===== config.mk =====
export PLATFORM = sky130hd
export DESIGN_NAME = request_unit_ctrl
export DESIGN_NICKNAME = d
export VERILOG_FILES = /design/src/rtl/request_unit_ctrl.sv
export SDC_FILE = /design/constraint.sdc
export NUM_CORES = 1
export LEC_CHECK = 0
export BUFFER_PORTS_ARGS = -buffer_cell sky130_fd_sc_hd__buf_2
export CAP_MARGIN = 10
export CELL_PAD_IN_SITES_DETAIL_PLACEMENT = 1
export CELL_PAD_IN_SITES_GLOBAL_PLACEMENT = 2
export CORE_ASPECT_RATIO = 0.9
export CORE_MARGIN = 2
export CORE_UTILIZATION = 31
export DETAILED_ROUTE_END_ITERATION = 7
export PLACE_DENSITY = 0.85
export SLEW_MARGIN = 10
export SYNTH_ARGS = -nofsm -noshare
export SYNTH_HDL_FRONTEND = slang
export SYNTH_SLANG_ARGS = --single-unit

===== constraint.sdc =====
create_clock -name CLK -period 1.61 [get_ports CLK]
set_clock_uncertainty 0.05 [all_clocks]
set_input_delay 0.322 -clock CLK [delete_from_list [all_inputs] [get_ports CLK]]
set_output_delay 0.322 -clock CLK [all_outputs]
set_load 0.02 [all_outputs]

===== src/rtl/request_unit_ctrl.sv =====
// Memory request unit: holds dmem read/write requests until dhit, gates instruction fetch,
// parks the CPU on halt and trips a sticky watchdog when dhit never arrives.
module request_unit_ctrl #(
    parameter int MAX_WAIT    = 64,
    parameter bit CONC_IFETCH = 1'b0,
    localparam int CNT_W      = (MAX_WAIT < 1) ? 1 : $clog2(MAX_WAIT + 1)
) (
    input  logic             CLK,
    input  logic             nRST,
    input  logic             ihit,
    input  logic             dhit,
    input  logic             memRead,
    input  logic             memWrite,
    input  logic             halt,
    output logic             dmemREN,
    output logic             dmemWEN,
    output logic             imemREN,
    output logic             dpending,
    output logic [CNT_W-1:0] wait_cnt,
    output logic             timeout,
    output logic             conflict
);

    // state  | meaning
    // IDLE   | fetching, waiting for a load/store or halt
    // DREQ   | data request held until dhit or watchdog expiry
    // HALTED | parked after halt, terminal until nRST
    // TOUT   | watchdog expired, terminal until nRST
    typedef enum logic [1:0] {IDLE, DREQ, HALTED, TOUT} state_t;

    // With the watchdog disabled the counter still runs and saturates at 1.
    localparam logic [CNT_W-1:0] SAT_CNT  = (MAX_WAIT == 0) ? CNT_W'(1) : CNT_W'(MAX_WAIT);
    localparam logic [CNT_W-1:0] LAST_CNT = (MAX_WAIT == 0) ? '0 : CNT_W'(MAX_WAIT - 1);
    localparam bit               WD_EN    = (MAX_WAIT != 0);

    state_t state;
    logic   halt_pend;
    logic   wd_expire;

    assign wd_expire = WD_EN && (wait_cnt == LAST_CNT);
    assign imemREN   = (state == IDLE) || ((state == DREQ) && CONC_IFETCH);
    assign dpending  = (state == DREQ);

    always_ff @(posedge CLK or negedge nRST) begin
        if (!nRST) begin
            state     <= IDLE;
            dmemREN   <= 1'b0;
            dmemWEN   <= 1'b0;
            wait_cnt  <= '0;
            timeout   <= 1'b0;
            conflict  <= 1'b0;
            halt_pend <= 1'b0;
        end else begin
            conflict <= 1'b0;
            case (state)
                IDLE: begin
                    if (halt) begin
                        state <= HALTED;
                    end else if (ihit && (memRead || memWrite)) begin
                        state     <= DREQ;
                        dmemWEN   <= memWrite;
                        dmemREN   <= memRead & ~memWrite;
                        wait_cnt  <= '0;
                        conflict  <= memRead & memWrite;
                        halt_pend <= 1'b0;
                    end
                end
                DREQ: begin
                    if (dhit) begin
                        dmemREN  <= 1'b0;
                        dmemWEN  <= 1'b0;
                        wait_cnt <= '0;
                        state    <= (halt_pend || halt) ? HALTED : IDLE;
                    end else begin
                        halt_pend <= halt_pend | halt;
                        if (wait_cnt != SAT_CNT)
                            wait_cnt <= wait_cnt + CNT_W'(1);
                        if (wd_expire) begin
                            state   <= TOUT;
                            dmemREN <= 1'b0;
                            dmemWEN <= 1'b0;
                            timeout <= 1'b1;
                        end
                    end
                end
                HALTED: begin
                    dmemREN <= 1'b0;
                    dmemWEN <= 1'b0;
                end
                TOUT: begin
                    dmemREN <= 1'b0;
                    dmemWEN <= 1'b0;
                    timeout <= 1'b1;
                end
                default: state <= IDLE;
            endcase
        end
    end

endmodule


==> results by group <==
Place
  – IO Port Bufs: 19
  – Placed standard-cell area: 936 um^2
  – Gp weighted congestion: 0.710
  – Detailed placer's ending HPWL: 1.41 mm

Floorplan
  – Die width: 57.0 um
  – Row cnt: 17
  – Initial core utilization: 0.324
  – Core Footprint: 2420 um^2
  – I/O pin count: 20
  – Die Outline Area: 2950 um^2
  – Die height: 51.7 um

STA
  – Final slew viol count: 0
  – Setup repair after global routing missed its margin: false
  – Clock period minus final worst setup slack: 1.52 ns
  – Final setup TNS: 0 ns
  – Achievable frequency: 657 MHz
  – Share of the clock period used by the worst path after layout: 0.945
  – Final hold slack: 0.191 ns
  – Setup violators final: 0
  – Worst relative slew slack: 0.761
  – Total count of hold-check failures in the final report: 0
  – Transition time of the tightest slew-check pin: 0.359 ns

Routing
  – TritonRoute pass-1 iters: 2
  – Drt wl/cell: 13.5 um
  – Count of vias placed by the detailed router: 693
  – Detailed-route DRC error count: 0
  – Initial DRC Count: 9
  – Detail-routed via count per cell: 5.29
  – Antenna-violating nets left: 0
  – Sum of routed wire length over all layers: 1.77 mm

Logic synthesis
  – Flip-flop and latch count after synthesis: 14
  – Yosys synthesis warning count: 0
  – Share of synthesized area occupied by flip-flops and latches: 0.447
  – Cell area after synthesis: 785 um^2
  – Average instance area after synthesis: 10.3 um^2
  – Cell count after synthesis: 76
  – Share of the synthesized area in the top cell type: 0.447
  – Synth async-reset ratio: 1.00
  – Top area cells in the synthesized netlist: dfrtp_1 45%, o2bb2ai_1 4.5%, ha_1 3.2%, nand2_1 2.9%, o31ai_1 2.9%
  – Mapped Nets: 85
  – Synth cell types: 34
  – Leading area contributor after synthesis: dfrtp_1
  – Top flip-flop cell by instance count after synthesis: dfrtp_1
  – Number of flops mapped to enable cells by yosys: 0

Final layout
  – Fraction of layout cells with a size suffix above 1: 0.379
  – Final core occ: 0.407
  – Final instance area: 987 um^2
  – Number of fill cells in the layout: 301
  – Antenna Diode Count: 0
  – Final Net Count: 114
  – Area added between synthesis and finish: 25.8%

CTS
  – Clock tree from TritonCTS: built
  – Depth of the CTS H-tree: 1
  – Cell at the root of the clock tree: clkbuf_4
  – Number of clock sinks: 14
  – Clock latency at the later pin of the worst-skew pair: 0.28 ns
  – Maximum buffer depth of the clock tree: 2
  – Total clock buffers created by CTS: 3
  – Clock transition time at the flip-flop clock pins of the worst setup and hold paths: 0.08 ns

Hold path
  – Cells on Worst Hold Path: 2
  – Tightest Hold Check Type: in2reg

Run status
  – Result of the run: completed

Critical path
  – Worst-case reg-to-reg path depth: 4
  – Worst Path Required: 1.24 ns
  – Largest fanout on the critical path: 11
  – Worst Path Buf+Inv: 2
  – Critical Path Slowest Stage Cell: dfrtp_1
  – Startpoint Class: register
  – Critical path depth in cells: 3
  – Classification of the worst setup path: reg2out
  – Crit path max-delay family: flip-flops
  – Type of destination of the critical path: output port
  – Critical path arrival: 1.15 ns
  – Largest incremental delay on the critical path: 0.38 ns
  – Worst-path cell chain: buf_4 > nor2_2 > buf_2

GRT
  – Global-route wire length before repair: 3.00 mm
  – Antenna violations before repair: 0
  – Maximum number of pins on one net before global-route repair: 15
  – Overflow left after global routing: 0
  – Number of global-route vias before repair: 658
  – Global-route usage over all layers: 0.135

Power and ir drop
  – Static leakage power: 0.458 nW
  – Power density normalized to cell area: 716 nW/um^2
  – VDD IR max: 0.661 mV

Run
  – Max-cap viol count: 0
## layout make-up
cell class | count | area (um^2) | area share
Multi-Input combinational cell | 55 | 409 | 0.414
Sequential cell | 14 | 352 | 0.356
Timing Repair Buffer | 26 | 150 | 0.152
Tap cell | 28 | 35.0 | 0.0355
Clock buffer | 3 | 22.5 | 0.0228
Inverter | 5 | 18.8 | 0.0190
## path summary, 6_finish.rpt
path	startpoint	endpoint	slack (ns)
max	state[1]	dpending	0.09
min	memWrite	dmemREN	0.19
max reg2reg	wait_cnt[2]	wait_cnt[1]	0.10
min reg2reg	timeout	timeout	0.43
max in group asynchronous	nRST	wait_cnt[0]	0.84
min in group asynchronous	nRST	wait_cnt[5]	0.41
## power by group
| part | switching, mW | internal [mW] |
|---|---|---|
| clock | 0.110 | 0.0869 |
| combinational | 0.0743 | 0.0569 |
| sequential | 0.0122 | 0.367 |
| total | 0.196 | 0.511 |
## per-layer routing
layer | vias up | track usage | wire length [um]
met5 | - | 0 | 0
met4 | 0 | 0.0465 | 17
met3 | 2 | 0.0373 | 76
met2 | 13 | 0.239 | 895
met1 | 346 | 0.157 | 777
li1 | 332 | - | -
## logic make-up (layout without fill, tap and decap cells)
family / after synthesis / in the layout / share of synthesized area
AOI/OAI and AO/OA: 25 / 25 / 0.254
xor gates and xnor gates: 1 / 1 / 0.0112
adders and majority gates: 2 / 2 / 0.0319
buffers and inverters: 7 / 34 / 0.0447
DFF: 14 / 14 / 0.447
and+or+nand+nor: 27 / 27 / 0.212
## worst register-to-register path, stage by stage (launching register included)
cell and delay (ns):
dfrtp_1 0.48, nor4_4 0.42, and3_1 0.21, a311oi_1 0.11, o21ai_0 0.16
## synthesized netlist by cell type, types with 2 or more instances
cell type  count
dfrtp_1       14
nand2_1        6
inv_1          5
a21oi_1        4
o21ai_0        4
o2bb2ai_1      4
nand3_1        3
nor2_1         3
o31ai_1        3
and3_1         2
ha_1           2
nor2b_1        2
o21bai_1       2
or2_2          2
## cell usage in the layout (no fill, tap or decap)
cell / instances
or3b_1: 1
a31oi_4: 1
nor3_1: 1
nand3_2: 1
o31ai_1: 3
buf_4: 6
o21ba_4: 1
nor4b_1: 1
o41ai_1: 1
and3_1: 2
a22o_1: 1
buf_2: 19
nand3_1: 2
inv_1: 5
o2bb2ai_1: 4
nor3b_1: 1
nor2_2: 3
xor2_1: 1
dlygate4sd3_1: 1
nor4_4: 1
ha_1: 2
a21oi_1: 4
o22a_1: 1
or2_2: 2
dfrtp_2: 1
a31oi_1: 1
clkbuf_4: 3
o21a_1: 1
nand2_1: 6
a311oi_1: 1
nand2b_1: 1
o21bai_1: 2
nor2b_1: 2
o21ai_0: 4
nor2_1: 1
dfrtp_1: 13
and2_1: 1
nor3_2: 1
## flip-flops by register name, summed over array words and instances (netlist names)
signal / cells
halt_pend: 1
state: 2
conflict: 1
dmemWEN: 1
wait_cnt: 7
dmemREN: 1
timeout: 1
## metrics by stage
| stage | power, mW | setup slack (ns) | instances |
|---|---|---|---|
| after detailed placement | 0.510 | 0.0289 | 126 |
| after CTS | 0.720 | 0.0256 | 130 |
| after global routing | 0.757 | 0.00700 | 131 |
| final | 0.707 | 0.0887 | 131 |
| after global placement | 0.504 | 0.0732 | 126 |
| after floorplan | 0.447 | 0.0191 | 76 |
## what timing repair did
item / 4_1_cts / 5_1_grt
endpoints found under the hold margin: 14 / 0
hold buffers: 1 / 0
gates resized for setup: 0 / 4
buffers inserted: 0 / 1
setup endpoints to repair: 0 / 8
No activity file was read; power rests on OpenSTA's default activity.
